File: config.mk
export PLATFORM = sky130hd
export DESIGN_NAME = fetch_cycle
export DESIGN_NICKNAME = d
export VERILOG_FILES = /design/src/rtl/fetch_cycle.sv
export SDC_FILE = /design/constraint.sdc
export NUM_CORES = 1
export LEC_CHECK = 0
export BUFFER_PORTS_ARGS = -buffer_cell sky130_fd_sc_hd__buf_4
export CAP_MARGIN = 20
export CORE_MARGIN = 1
export CORE_UTILIZATION = 46
export DETAILED_ROUTE_END_ITERATION = 16
export PLACE_DENSITY_LB_ADDON = 0.15
export SLEW_MARGIN = 20
export SYNTH_ARGS = -nofsm -noshare
export SYNTH_HDL_FRONTEND = slang
export SYNTH_SLANG_ARGS = --single-unit
export TNS_END_PERCENT = 30
File: constraint.sdc
create_clock -name clk_i -period 3.7 [get_ports clk_i]
set_input_delay 0.185 -clock clk_i [delete_from_list [all_inputs] [get_ports clk_i]]
set_output_delay 0.185 -clock clk_i [all_outputs]
set_load 0.03 [all_outputs]
File: src/rtl/fetch_cycle.sv
// fetch_cycle: IF stage of the RV32I pipeline.
// Owns the PC, issues one instruction-memory request at a time, and loads the
// IF/ID register. A one-entry hold buffer keeps a response that arrives while
// decode is stalled, and redirects from EX kill in-flight or buffered fetches.
module fetch_cycle #(
    parameter logic [31:0] RESET_PC = 32'h0000_0000,
    parameter logic [31:0] NOP_INST = 32'h0000_0013
) (
    input  logic        clk_i,
    input  logic        rst_i,
    input  logic        IF_stall_en,
    input  logic        IF_rst_n,
    input  logic        EX_pc_sel,
    input  logic [31:0] EX_pc_target,
    output logic        imem_req_o,
    output logic [31:0] imem_addr_o,
    input  logic        imem_valid_i,
    input  logic [31:0] imem_rdata_i,
    output logic [31:0] ID_inst,
    output logic [31:0] ID_pc,
    output logic [31:0] ID_pc_four,
    output logic        ID_valid
);

    typedef enum logic [1:0] {
        S_REQ  = 2'd0,  // ready to issue a request at pc
        S_WAIT = 2'd1,  // request outstanding, response wanted
        S_DROP = 2'd2,  // request outstanding, response is stale
        S_HOLD = 2'd3   // response parked in hold buffer
    } state_t;

    state_t      state_q, state_d;
    logic [31:0] pc_q, pc_d;
    logic [31:0] hold_q, hold_d;
    logic [31:0] id_inst_q, id_inst_d;
    logic [31:0] id_pc_q, id_pc_d;
    logic [31:0] id_pc_four_q, id_pc_four_d;
    logic        id_valid_q, id_valid_d;

    logic        accept;
    logic        redir;
    logic [31:0] target;
    logic [31:0] pc_plus4;
    logic        req;
    logic [31:0] addr;
    logic        deliver;
    logic [31:0] deliver_inst;

    // Fetch FSM: next state, next PC, hold buffer and memory request.
    always_comb begin
        accept       = IF_stall_en & IF_rst_n;
        redir        = EX_pc_sel;
        target       = EX_pc_target & ~32'd3;
        pc_plus4     = pc_q + 32'd4;
        state_d      = state_q;
        pc_d         = pc_q;
        hold_d       = hold_q;
        req          = 1'b0;
        addr         = pc_q;
        deliver      = 1'b0;
        deliver_inst = imem_rdata_i;
        case (state_q)
            S_REQ: begin
                if (redir) begin
                    pc_d = target;
                end else begin
                    req     = 1'b1;
                    state_d = S_WAIT;
                end
            end
            S_WAIT: begin
                if (imem_valid_i) begin
                    if (redir) begin
                        pc_d    = target;
                        state_d = S_REQ;
                    end else if (accept) begin
                        // Deliver and immediately fetch the next word.
                        deliver = 1'b1;
                        pc_d    = pc_plus4;
                        req     = 1'b1;
                        addr    = pc_plus4;
                    end else begin
                        hold_d  = imem_rdata_i;
                        state_d = S_HOLD;
                    end
                end else if (redir) begin
                    pc_d    = target;
                    state_d = S_DROP;
                end
            end
            S_DROP: begin
                // A later redirect while still draining simply retargets.
                if (redir) begin
                    pc_d = target;
                end
                if (imem_valid_i) begin
                    state_d = S_REQ;
                end
            end
            S_HOLD: begin
                if (redir) begin
                    pc_d    = target;
                    state_d = S_REQ;
                end else if (accept) begin
                    deliver      = 1'b1;
                    deliver_inst = hold_q;
                    pc_d         = pc_plus4;
                    state_d      = S_REQ;
                end
            end
            default: state_d = S_REQ;
        endcase
    end

    // IF/ID register next value: flush > stall > load > bubble.
    always_comb begin
        id_inst_d    = id_inst_q;
        id_pc_d      = id_pc_q;
        id_pc_four_d = id_pc_four_q;
        id_valid_d   = id_valid_q;
        if (!IF_rst_n) begin
            id_inst_d    = NOP_INST;
            id_pc_d      = 32'd0;
            id_pc_four_d = 32'd0;
            id_valid_d   = 1'b0;
        end else if (!IF_stall_en) begin
            id_inst_d    = id_inst_q;
        end else if (deliver) begin
            id_inst_d    = deliver_inst;
            id_pc_d      = pc_q;
            id_pc_four_d = pc_plus4;
            id_valid_d   = 1'b1;
        end else begin
            id_inst_d    = NOP_INST;
            id_pc_d      = 32'd0;
            id_pc_four_d = 32'd0;
            id_valid_d   = 1'b0;
        end
    end

    // State, PC, hold buffer and IF/ID registers.
    always_ff @(posedge clk_i) begin
        hold_q <= hold_d;
        if (rst_i) begin
            state_q      <= S_REQ;
            pc_q         <= RESET_PC;
            id_inst_q    <= NOP_INST;
            id_pc_q      <= 32'd0;
            id_pc_four_q <= 32'd0;
            id_valid_q   <= 1'b0;
        end else begin
            state_q      <= state_d;
            pc_q         <= pc_d;
            id_inst_q    <= id_inst_d;
            id_pc_q      <= id_pc_d;
            id_pc_four_q <= id_pc_four_d;
            id_valid_q   <= id_valid_d;
        end
    end

    // Memory shares rst_i, so no request is presented while it is asserted.
    assign imem_req_o  = req & ~rst_i;
    assign imem_addr_o = addr;
    assign ID_inst     = id_inst_q;
    assign ID_pc       = id_pc_q;
    assign ID_pc_four  = id_pc_four_q;
    assign ID_valid    = id_valid_q;

endmodule

==> summary.txt, run 1 <==
Setup path
  – Crit start category: register
  – R2r endpoint: ID_inst[2]
  – Critical path arrival: 3.04 ns
  – Critical path's top delay family: simple AND/OR/NAND/NOR gates
  – Slowest cell delay on critical path: 0.69 ns
  – FF-to-FF path depth: 5
  – Slowest CP cell: or4_4
  – Cells along the critical path: ha_1, nand3_4, or4_4, or2_4, nor3_2, xor2_1, buf_4
  – Crit path buf inv count: 1
  – Crit end category: primary output
  – Setup CP Type: reg2out
  – Reg2reg start: state_q[0]
  – Worst endpoint required time: 3.51 ns
  – Max Fanout on Critical Path: 10
  – R2R Setup Slk: 1.19 ns

Die
  – Core Area: 16100 um^2
  – Starting Density: 47.8%
  – Die span in x: 131 um
  – Io pins: 200
  – Die ar.: 17200 um^2
  – Chip height: 131 um
  – FP Rows: 46

Timing
  – Fmax: 0.311 GHz
  – Slew Viols, Final: 0
  – Setup TNS: 0 ns
  – Slew @ Worst Pin: 0.897 ns
  – Final Hold Fails: 0
  – Unrepaired setup endpoints after global routing: false
  – Post-Route Skew: 0.0194 ns
  – Period utilization: 87.0%
  – Slew margin rel.: 40.1%
  – Setup violators final: 0
  – Final setup margin: 0.480 ns
  – Min Clock Period, post-route: 3.22 ns

Layout
  – Area grow syn2layout: 28.6%
  – Layout cells sized above 1: 27.0%
  – Nets: 1116
  – Core Util, Final: 61.4%
  – Inserted Diodes: 0

Global routing
  – Pin count of the biggest net entering global routing: 53
  – GRT Overall Usage: 25.4%
  – Overflow after GRT: 0
  – Initial antenna violation count: 0
  – Vias in the first global route: 6489
  – First-pass GRT wire length: 34800 um

Worst hold path
  – Hold depth: 3
  – Hold Path End: pc_q[6]
  – Worst min path class: in2reg
  – Critical hold path startpoint: EX_pc_target[6]

Yosys
  – Count of different cell masters after synthesis: 57
  – Mapped Nets: 959
  – Sequential fraction of the synthesis area: 46.2%
  – Synth warnings: 0
  – Synthesized instance count: 888
  – Synth area leaders: dfxtp_1 (34%), edfxtp_1 (13%), nand2_1 (8.9%), a22oi_1 (6.9%), nor2_1 (4.7%)
  – Ys flop type: dfxtp_1
  – Syn Area/Cell: 8.64 um^2
  – Post-synth top area cell: dfxtp_1
  – Asr flop ratio synth: 0%
  – Post-synth top area share: 33.7%
  – Number of flops mapped to enable cells by yosys: 32
  – Netlist Area Pre-Place: 7670 um^2
  – #FFs+latches synth: 161

Clocking
  – Clock-pin slew on the worst setup and hold paths: 0.06 ns
  – Skew-Pair Late Insertion Delay: 0.43 ns
  – # resized after CTS: 0
  – Post-CTS Setup Bufs: 0
  – Total CTS buffers: 17
  – Htree depth: 4
  – CTS Root Buffer Type: clkbuf_16
  – Clk buf depth: 2
  – CTS Sinks: 161
  – CTS tree: done
  – Cts hold-fix bufs: 10

Route
  – Via count: 6865
  – Drt wl/cell: 17.2 um
  – Number of DRC markers in iteration 0: 507
  – Via density: 5.39
  – Residual DRC: 0
  – Final WL: 21900 um
  – DRT Pass-1 Iters: 5
  – Number of routed nets with antenna violations: 0

Place
  – Global placement routability congestion: 0.823
  – Pre-CTS setup slack: 0.933 ns
  – Final HPWL DP: 14500 um
  – # port buffers: 197

Power
  – PD cells: 413 nW/um^2
  – Worst VDD drop: 0.325 mV
  – P_leak: 4.00 nW

Outcome
  – Status: complete, no violations

Flow run
  – Max cap viols: 0
==> cell usage after synthesis (22+ instances only) <==
library cell and instances:
nor2_1 97, nand3_1 22, xnor2_1 34, mux2_2 32
xor2_1 28, dfxtp_1 129, edfxtp_1 32, o21ai_0 27
a21oi_1 27, clkbuf_1 44, nand2_1 182, a22oi_1 71
==> tightest hold or removal path, stage by stage <==
cell     delay [ns]
buf_4          0.11
nand2_1        0.05
a21oi_1        0.05
==> where the power goes <==
part	internal [mW]	switching, mW
Sequential	1.82	0.0570
Combinational	0.159	0.208
Clock	1.11	0.715
Total	3.09	0.981
==> registers in the layout (all words and copies together), names as in the netlist <==
name / count
pc_q: 32
hold_q: 32
ID_valid: 1
ID_pc: 32
state_q: 2
ID_pc_four: 30
ID_inst: 32
==> cells in the final DEF (no fill, tap or decap), drive strengths merged, types with 6 or more instances in the layout <==
cell type    Yosys  routed
inv             10      12
xor2            28      28
nand3           23      23
dfxtp          129     129
nand2          183     183
mux2            32      32
nor2            98      98
or3              6       6
buf             38     210
nor3            19      19
dlygate4sd3      0      10
edfxtp          32      32
a21oi           27      27
o22ai            7       7
nor2b            6       6
a22oi           71      71
clkbuf          44      25
nand4           15      15
xnor2           34      34
nor4             7       7
o21ai           31      31
==> worst max-delay path by stage <==
stage / from / slack [ns] / endpoint / cells past startpoint
after floorplan: state_q[0] / 0.68 / imem_addr_o[17] / 7
after global placement: pc_q[2] / 0.96 / imem_addr_o[30] / 7
after detailed placement: pc_q[2] / 0.93 / imem_addr_o[30] / 7
after CTS: pc_q[2] / 0.47 / imem_addr_o[30] / 7
after global routing: state_q[0] / 0.29 / imem_addr_o[31] / 7
final: pc_q[2] / 0.48 / imem_addr_o[30] / 7
==> final cells by class <==
type,instances,area (um^2)
clock buffer,25,517
multi-input combinational,635,3720
tap,216,270
sequential,161,3540
fill,1469,6190
timing repair buffer,220,1680
inverter,10,37.5
clock inverter,7,96.3
==> logic make-up (layout without fill, tap and decap cells) <==
| family | Yosys count | count (layout) | share of synthesized area (%) |
|---|---|---|---|
| muxes | 34 | 34 | 4.96 |
| AOI/OAI and AO/OA | 157 | 157 | 13.6 |
| adders and majority gates | 1 | 1 | 0.163 |
| xor gates and xnor gates | 62 | 62 | 7.08 |
| and+or+nand+nor | 381 | 381 | 22.6 |
| DFF | 161 | 161 | 46.2 |
| buffers and inverters | 92 | 262 | 5.43 |
==> through the flow <==
step	total power, mW	instance area, um^2	hold WS (ns)	std cells
after global routing	4.21	9860	0.0230	1274
after floorplan	2.13	7670	0.309	888
after global placement	2.27	9150	0.405	1232
final	4.07	9860	0.0123	1274
after CTS	4.09	9860	0.00563	1274
after detailed placement	2.27	9150	0.410	1232
==> per-layer routing <==
metal / GRT usage (%) / up-vias / wire [um]
met5: 0 / - / 0
li1: - / 3369 / -
met3: 5.05 / 27 / 1410
met1: 34.1 / 3237 / 9760
met2: 40.6 / 232 / 10300
met4: 9.02 / 0 / 401
Note: power is estimated with default switching activity, not from simulation.
==> run 2: changes to the inputs <==
- CELL_PAD_IN_SITES_DETAIL_PLACEMENT: unset -> 0
- CELL_PAD_IN_SITES_GLOBAL_PLACEMENT: unset -> 1
- CORE_UTILIZATION: 46 -> 39
- clock period: 3.7 -> 3.5 ns (I/O delays scaled with it)
==> run 2 against run 1 <==
Effect of this change:
- cell area increased by 1.0%
- sequential cell count unchanged
- core utilization decreased by 9.0 points
- sequential power increased by 6%
- critical path type unchanged
- largest cell class unchanged
- clock skew decreased by 0.0029 ns
- clock power increased by 6%
- via count decreased by 0.79%
- final cell count increased by 3.9%
==> summary.txt, run 2 (same netlist as run 1, synthesis figures left out) <==
Layout
  – Filler Cell Count: 1880 (was 1469)
  – Nets: 1122 (was 1116)
  – Multi-input logic area: 3720 um^2 (unchanged)
  – Core Util, Final: 52.4% (was 61.4%)
  – Layout cells sized above 1: 27.3% (was 27.0%)
  – Most frequent cells in the layout: buf_4 (214), nand2_1 (182), dfxtp_1 (129) (was buf_4 (210), nand2_1 (182), dfxtp_1 (129))
  – Most common cell after layout, fill and taps aside: buf_4 (unchanged)
  – Area grow syn2layout: 29.9% (was 28.6%)
  – Post-route insts no fill: 1324 (was 1274)
  – Final Cell Area: 9960 um^2 (was 9860 um^2)
  – Inserted Diodes: 0 (unchanged)
  – Register area: 3540 um^2 (unchanged)

Power
  – Total power draw: 4.32 mW (was 4.07 mW)
  – Seq pwr share: 45.9% (was 46.1%)
  – Sw Share: 25.3% (was 24.1%)
  – Logic gate share of total power: 9.1% (was 9.0%)
  – Clock group share of total power: 44.9% (was 44.8%)
  – Worst VDD drop: 0.333 mV (was 0.325 mV)
  – Cell Int Power: 3.23 mW (was 3.09 mW)
  – P_leak: 4.02 nW (was 4.00 nW)
  – PD cells: 434 nW/um^2 (was 413 nW/um^2)
  – P_sw: 1.09 mW (was 0.981 mW)

Clocking
  – Clk buf depth: 2 (unchanged)
  – CTS tree: done (unchanged)
  – Htree depth: 4 (unchanged)
  – Total CTS buffers: 17 (unchanged)
  – Skew-Pair Late Insertion Delay: 0.43 ns (about the same)
  – Post-CTS Setup Bufs: 0 (unchanged)
  – CTS Root Buffer Type: clkbuf_16 (unchanged)
  – Clock-pin slew on the worst setup and hold paths: 0.07 ns (was 0.06 ns)
  – CTS Sinks: 161 (unchanged)

Route
  – Residual DRC: 0 (unchanged)
  – Via density: 5.14 (was 5.39)
  – Number of routed nets with antenna violations: 0 (unchanged)
  – Via count: 6811 (was 6865)
  – Drt wl/cell: 17.4 um (was 17.2 um)
  – Number of DRC markers in iteration 0: 390 (was 507)
  – DRT Pass-1 Iters: 4 (was 5)
  – Final WL: 23000 um (was 21900 um)

Setup path
  – Worst endpoint required time: 3.32 ns (was 3.51 ns)
  – Cells along the critical path: ha_1, nand3_4, or4_4, or2_4, nor3_2, xor2_1, buf_4 (unchanged)
  – Crit end category: primary output (unchanged)
  – Critical path arrival: 3.01 ns (was 3.04 ns)
  – Crit start category: register (unchanged)
  – FF-to-FF path depth: 5 (unchanged)
  – Setup CP Type: reg2out (unchanged)
  – Slowest cell delay on critical path: 0.69 ns (about the same)
  – Max Fanout on Critical Path: 10 (unchanged)
  – Slowest CP cell: or4_4 (unchanged)

Timing
  – Post-Route Skew: 0.0165 ns (was 0.0194 ns)
  – Min Clock Period, post-route: 3.18 ns
  – Slew Viols, Final: 0 (unchanged)
  – Setup violators final: 0 (unchanged)
  – Period utilization: 90.9%
  – Setup TNS: 0 ns (unchanged)
  – Hold Slack: 0.0130 ns (was 0.0123 ns)
  – Slew @ Worst Pin: 0.919 ns (was 0.897 ns)
  – Unrepaired setup endpoints after global routing: false (unchanged)
  – Fmax: 0.314 GHz
  – Slew margin rel.: 38.6% (was 40.1%)
  – Final Hold Fails: 0 (unchanged)
  – Final setup margin: 0.319 ns (was 0.480 ns)

Place
  – Final HPWL DP: 15200 um (was 14500 um)
  – Post-DP Area: 9240 um^2 (was 9150 um^2)
  – Global placement routability congestion: 0.775 (was 0.823)
  – Placed insts: 1280 (was 1232)
  – Pre-CTS setup slack: 0.778 ns (was 0.933 ns)
  – # port buffers: 197 (unchanged)

Die
  – Io pins: 200 (unchanged)
  – Die span in x: 142 um (was 131 um)
  – Chip height: 142 um (was 131 um)
  – Starting Density: 40.3% (was 47.8%)
  – FP Rows: 50 (was 46)
  – Core Area: 19000 um^2 (was 16100 um^2)
  – Die ar.: 20200 um^2 (was 17200 um^2)

Global routing
  – First-pass GRT wire length: 35900 um (was 34800 um)
  – Pin count of the biggest net entering global routing: 52 (was 53)
  – Initial antenna violation count: 0 (unchanged)
  – GRT Overall Usage: 23.2% (was 25.4%)
  – Vias in the first global route: 6419 (was 6489)
  – Overflow after GRT: 0 (unchanged)

Worst hold path
  – Hold depth: 3 (unchanged)
  – Worst min path class: in2reg (unchanged)

Outcome
  – Status: complete, no violations (unchanged)

Flow run
  – Max cap viols: 0 (unchanged)
## run 2: routing by layer
| layer | up-vias | routed length, um | GRT usage (%) |
|---|---|---|---|
| li1 | 3387 | - | - |
| met1 | 3221 | 10900 | 32.4 |
| met2 | 180 | 10500 | 36.1 |
| met3 | 23 | 1200 | 4.00 |
| met4 | 0 | 372 | 7.24 |
| met5 | - | 0 | 0 |
## run 2: path summary, 6_finish.rpt
check,start,end,slack (ns)
setup / recovery,pc_q[2],imem_addr_o[30],0.32
hold / removal,EX_pc_target[16],pc_q[16],0.01
setup reg to reg,state_q[0],ID_inst[20],0.95
hold reg to reg,ID_pc_four[26],ID_pc_four[26],0.46
## run 2: cell type report
class / instances / area share, %
Timing Repair Buffer: 226 / 17.3
Clock buffer: 17 / 4.27
Clock inverter: 15 / 1.82
Tap cell: 260 / 3.27
Sequential cell: 161 / 35.6
Inverter: 10 / 0.377
Multi-Input combinational cell: 635 / 37.4
## run 2: what timing repair did
| item | 4_1_cts | 5_1_grt |
|---|---|---|
| resized for setup | 0 | 0 |
| hold buffers | 12 | 0 |
| hold endpoints to repair | 12 | 0 |
## run 2: critical path: cells and delay by family (launching register included)
kind	cells	cell delay, ns
buffers and inverters	1	0.19
flip-flops	1	0.49
XOR/XNOR	1	0.19
AND/OR/NAND/NOR	4	1.34
adder cells (fa/ha/maj)	1	0.36
## run 2: power groups by stage
stage               registers [mW]  clock network (mW)  logic, mW
global placement              2.03                   0      0.384
CTS                           1.98                1.99      0.397
floorplan                     1.98                   0      0.267
global route                  1.99                2.06      0.430
detailed placement            2.03                   0      0.384
finish                        1.99                1.94      0.395
==> run 3: changes to the inputs <==
- ABC_AREA: unset -> 1
- CAP_MARGIN: 20 -> 0
- CORE_UTILIZATION: 39 -> 38
==> run 3 against run 2 <==
Effect of this change:
- cell area fell by 0.30%
- register-to-register slack improved by 0.03 ns
- die area rose by 4.1%
- global-route usage fell by 0.90 points
- largest power group unchanged
- sequential power rose by 4%
- sequential share of layout area rose by 0.11 points
- via count rose by 8.2%
==> summary.txt, run 3 <==
Outcome
  – Status: complete, no violations (unchanged)

Layout
  – Most common cell after layout, fill and taps aside: nand2_1 (was buf_4)
  – Nets: 1293 (was 1122)
  – Most frequent cells in the layout: nand2_1 (282), buf_4 (206), a21oi_1 (168) (was buf_4 (214), nand2_1 (182), dfxtp_1 (129))
  – Area grow syn2layout: 27.7% (was 29.9%)
  – Inserted Diodes: 0 (unchanged)
  – Core Util, Final: 50.2% (was 52.4%)
  – Layout cells sized above 1: 21.8% (was 27.3%)

Clocking
  – CTS Sinks: 161 (unchanged)
  – Total CTS buffers: 17 (unchanged)
  – CTS Root Buffer Type: clkbuf_16 (unchanged)
  – Skew-Pair Late Insertion Delay: 0.43 ns (about the same)
  – Clk buf depth: 2 (unchanged)
  – Clock-pin slew on the worst setup and hold paths: 0.07 ns (about the same)
  – # resized after CTS: 0 (unchanged)
  – Htree depth: 4 (unchanged)
  – CTS tree: done (unchanged)

Flow run
  – Max cap viols: 0 (unchanged)

Yosys
  – Netlist Area Pre-Place: 7780 um^2 (was 7670 um^2)
  – Post-synth top area cell: dfxtp_1 (unchanged)
  – Synth warnings: 0 (unchanged)
  – Syn Area/Cell: 7.31 um^2 (was 8.64 um^2)
  – Synthesized instance count: 1064 (was 888)
  – Synth area leaders: dfxtp_1 (33%), nand2_1 (14%), edfxtp_1 (12%), a21oi_1 (11%), inv_1 (5.1%) (was dfxtp_1 (34%), edfxtp_1 (13%), nand2_1 (8.9%), a22oi_1 (6.9%), nor2_1 (4.7%))
  – Commonest cells in the netlist: nand2_1 (283), a21oi_1 (168), dfxtp_1 (129) (was nand2_1 (182), dfxtp_1 (129), nor2_1 (97))
  – Post-synth top area share: 33.2% (was 33.7%)
  – #FFs+latches synth: 161 (unchanged)
  – Asr flop ratio synth: 0% (unchanged)
  – Count leader, synth: nand2_1 (unchanged)
  – Ys flop type: dfxtp_1 (unchanged)
  – Mapped Nets: 1135 (was 959)
  – Count of different cell masters after synthesis: 44 (was 57)
  – Number of flops mapped to enable cells by yosys: 32 (unchanged)
  – Sequential fraction of the synthesis area: 45.5% (was 46.2%)

Setup path
  – CP most frequent cell: nand2_1
  – Worst endpoint required time: 3.32 ns (about the same)
  – Critical path arrival: 2.56 ns (was 3.01 ns)
  – Reg2reg start: state_q[0] (unchanged)
  – Slowest cell delay on critical path: 0.47 ns (was 0.69 ns)
  – Cells along the critical path: ha_1, nand2_1, nor2_2, nand2_2, nor2_4, nand4_1, xor2_1, nand2_1, o21ai_0, buf_4 (was ha_1, nand3_4, or4_4, or2_4, nor3_2, xor2_1, buf_4)
  – Crit end category: primary output (unchanged)
  – FF-to-FF path depth: 9 (was 5)
  – Crit start category: register (unchanged)
  – R2R Setup Slk: 0.98 ns (was 0.95 ns)
  – R2r endpoint: pc_q[5] (was ID_inst[20])
  – Slowest CP cell: dfxtp_1 (was or4_4)
  – Max Fanout on Critical Path: 7 (was 10)
  – Setup CP Type: reg2out (unchanged)

Die
  – Core Area: 19800 um^2 (was 19000 um^2)
  – Starting Density: 39.3% (was 40.3%)
  – FP Rows: 51 (was 50)
  – Io pins: 200 (unchanged)
  – Die span in x: 145 um (was 142 um)
  – Chip height: 145 um (was 142 um)
  – Die ar.: 21100 um^2 (was 20200 um^2)

Global routing
  – Overflow after GRT: 0 (unchanged)
  – GRT Overall Usage: 22.3% (was 23.2%)
  – Initial antenna violation count: 0 (unchanged)
  – Pin count of the biggest net entering global routing: 63 (was 52)
  – Vias in the first global route: 6913 (was 6419)
  – First-pass GRT wire length: 37300 um (was 35900 um)

Worst hold path
  – Hold depth: 3 (unchanged)
  – Critical hold path startpoint: IF_stall_en (was EX_pc_target[16])
  – Hold Path End: ID_inst[1] (was pc_q[16])
  – Worst min path class: in2reg (unchanged)

Place
  – Pre-CTS setup slack: 0.995 ns (was 0.778 ns)
  – Final HPWL DP: 15800 um (was 15200 um)
  – Global placement routability congestion: 0.812 (was 0.775)
  – # port buffers: 197 (unchanged)

Route
  – Number of DRC markers in iteration 0: 461 (was 390)
  – Residual DRC: 0 (unchanged)
  – DRT Pass-1 Iters: 5 (was 4)
  – Drt wl/cell: 15.4 um (was 17.4 um)
  – Number of routed nets with antenna violations: 0 (unchanged)
  – Via count: 7370 (was 6811)
  – Final WL: 23200 um (was 23000 um)
  – Via density: 4.91 (was 5.14)

Timing
  – Slew @ Worst Pin: 0.957 ns (was 0.919 ns)
  – Period utilization: 78.2% (was 90.9%)
  – Post-Route Skew: 0.00972 ns (was 0.0165 ns)
  – Setup violators final: 0 (unchanged)
  – Setup TNS: 0 ns (unchanged)
  – Unrepaired setup endpoints after global routing: false (unchanged)
  – Fmax: 0.365 GHz (was 0.314 GHz)
  – Min Clock Period, post-route: 2.74 ns (was 3.18 ns)
  – Slew Viols, Final: 0 (unchanged)
  – Final setup margin: 0.762 ns (was 0.319 ns)
  – Slew margin rel.: 36.0% (was 38.6%)
  – Final Hold Fails: 0 (unchanged)

Power
  – Worst VDD drop: 0.348 mV (was 0.333 mV)
  – Seq pwr share: 44.5% (was 45.9%)
  – PD cells: 467 nW/um^2 (was 434 nW/um^2)
  – Total power draw: 4.64 mW (was 4.32 mW)
  – P_sw: 1.38 mW (was 1.09 mW)
  – P_leak: 3.97 nW (was 4.02 nW)
  – Clock group share of total power: 39.7% (was 44.9%)
  – Cell Int Power: 3.26 mW (was 3.23 mW)
  – Sw Share: 29.7% (was 25.3%)
  – Logic gate share of total power: 15.9% (was 9.1%)
[run 3: cell count changes after synthesis, moves of 13 or more]
cell	previous run	this run
clkbuf_1	44	30
mux2_2	32	0
nand2_1	182	283
a22oi_1	71	0
o22ai_1	7	20
o21ai_1	4	20
inv_1	9	106
nor2_1	97	46
o21ai_0	27	77
xnor2_1	34	1
a21oi_1	27	168
[run 3: cell families after synthesis]
| logic type | synth area share (%) |
|---|---|
| flops | 45.5 |
| compound gates | 20.4 |
| buf+inv | 10.1 |
| xor+xnor | 2.59 |
| simple gates | 21.2 |
| fa+ha+maj | 0.161 |
[run 3: final cells by class]
type,count,area [um^2]
clock buffer,22,464
clock inverter,10,100
timing repair buffer,209,1600
inverter,115,432
multi-input combinational,718,3470
tap,265,332
sequential,161,3540
fill,2077,9850
[run 3: what timing repair did]
item | CTS | global route
hold buffers | 1 | 0
endpoints found under the hold margin | 1 | 0
buffers inserted | 0 | 0
[run 3: metal layers]
metal,part of all wire [%],vias to the layer above,track usage [%]
met5,0,-,0
met4,0.83,0,5.26
met3,5.2,14,4.43
met2,48,172,37.3
met1,46,3379,29.3
li1,-,3805,-
[run 3: stage by stage]
stage               instances  area, um^2  hold WS [ns]
finish                   1500        9930        0.0194
global route             1500        9930        0.0629
CTS                      1500        9930        0.0126
detailed placement       1467        9360         0.409
global placement         1467        9360         0.410
floorplan                1064        7780         0.316
[run 3: worst max-delay path by stage]
| stage | startpoint | to | slack, ns | cells after the start |
|---|---|---|---|---|
| 2_1_floorplan | state_q[1] | imem_addr_o[3] | 1.39 | 6 |
| 3_3_place_gp | state_q[0] | pc_q[5] | 1.02 | 9 |
| 3_5_place_dp | state_q[0] | pc_q[29] | 0.99 | 7 |
| 4_1_cts | pc_q[2] | imem_addr_o[28] | 0.74 | 10 |
| 5_1_grt | pc_q[2] | imem_addr_o[28] | 0.58 | 10 |
| 6_report | pc_q[2] | imem_addr_o[28] | 0.76 | 10 |
[run 3: worst max-delay path: cells and delay by family, from the launching register on]
family / cells / cell delay, ns
AO/OA/AOI/OAI: 1 / 0.11
XOR/XNOR: 1 / 0.24
adder cells (fa/ha/maj): 1 / 0.23
buffers and inverters: 1 / 0.20
flip-flops: 1 / 0.47
AND/OR/NAND/NOR: 6 / 0.89
[run 3: power by group through the flow]
stage	Combinational, mW	Clock (mW)	Sequential (mW)
global placement	0.732	0	2.10
CTS	0.741	1.87	2.06
finish	0.736	1.84	2.06
detailed placement	0.736	0	2.10
global route	0.816	1.94	2.07
floorplan	0.499	0	2.08
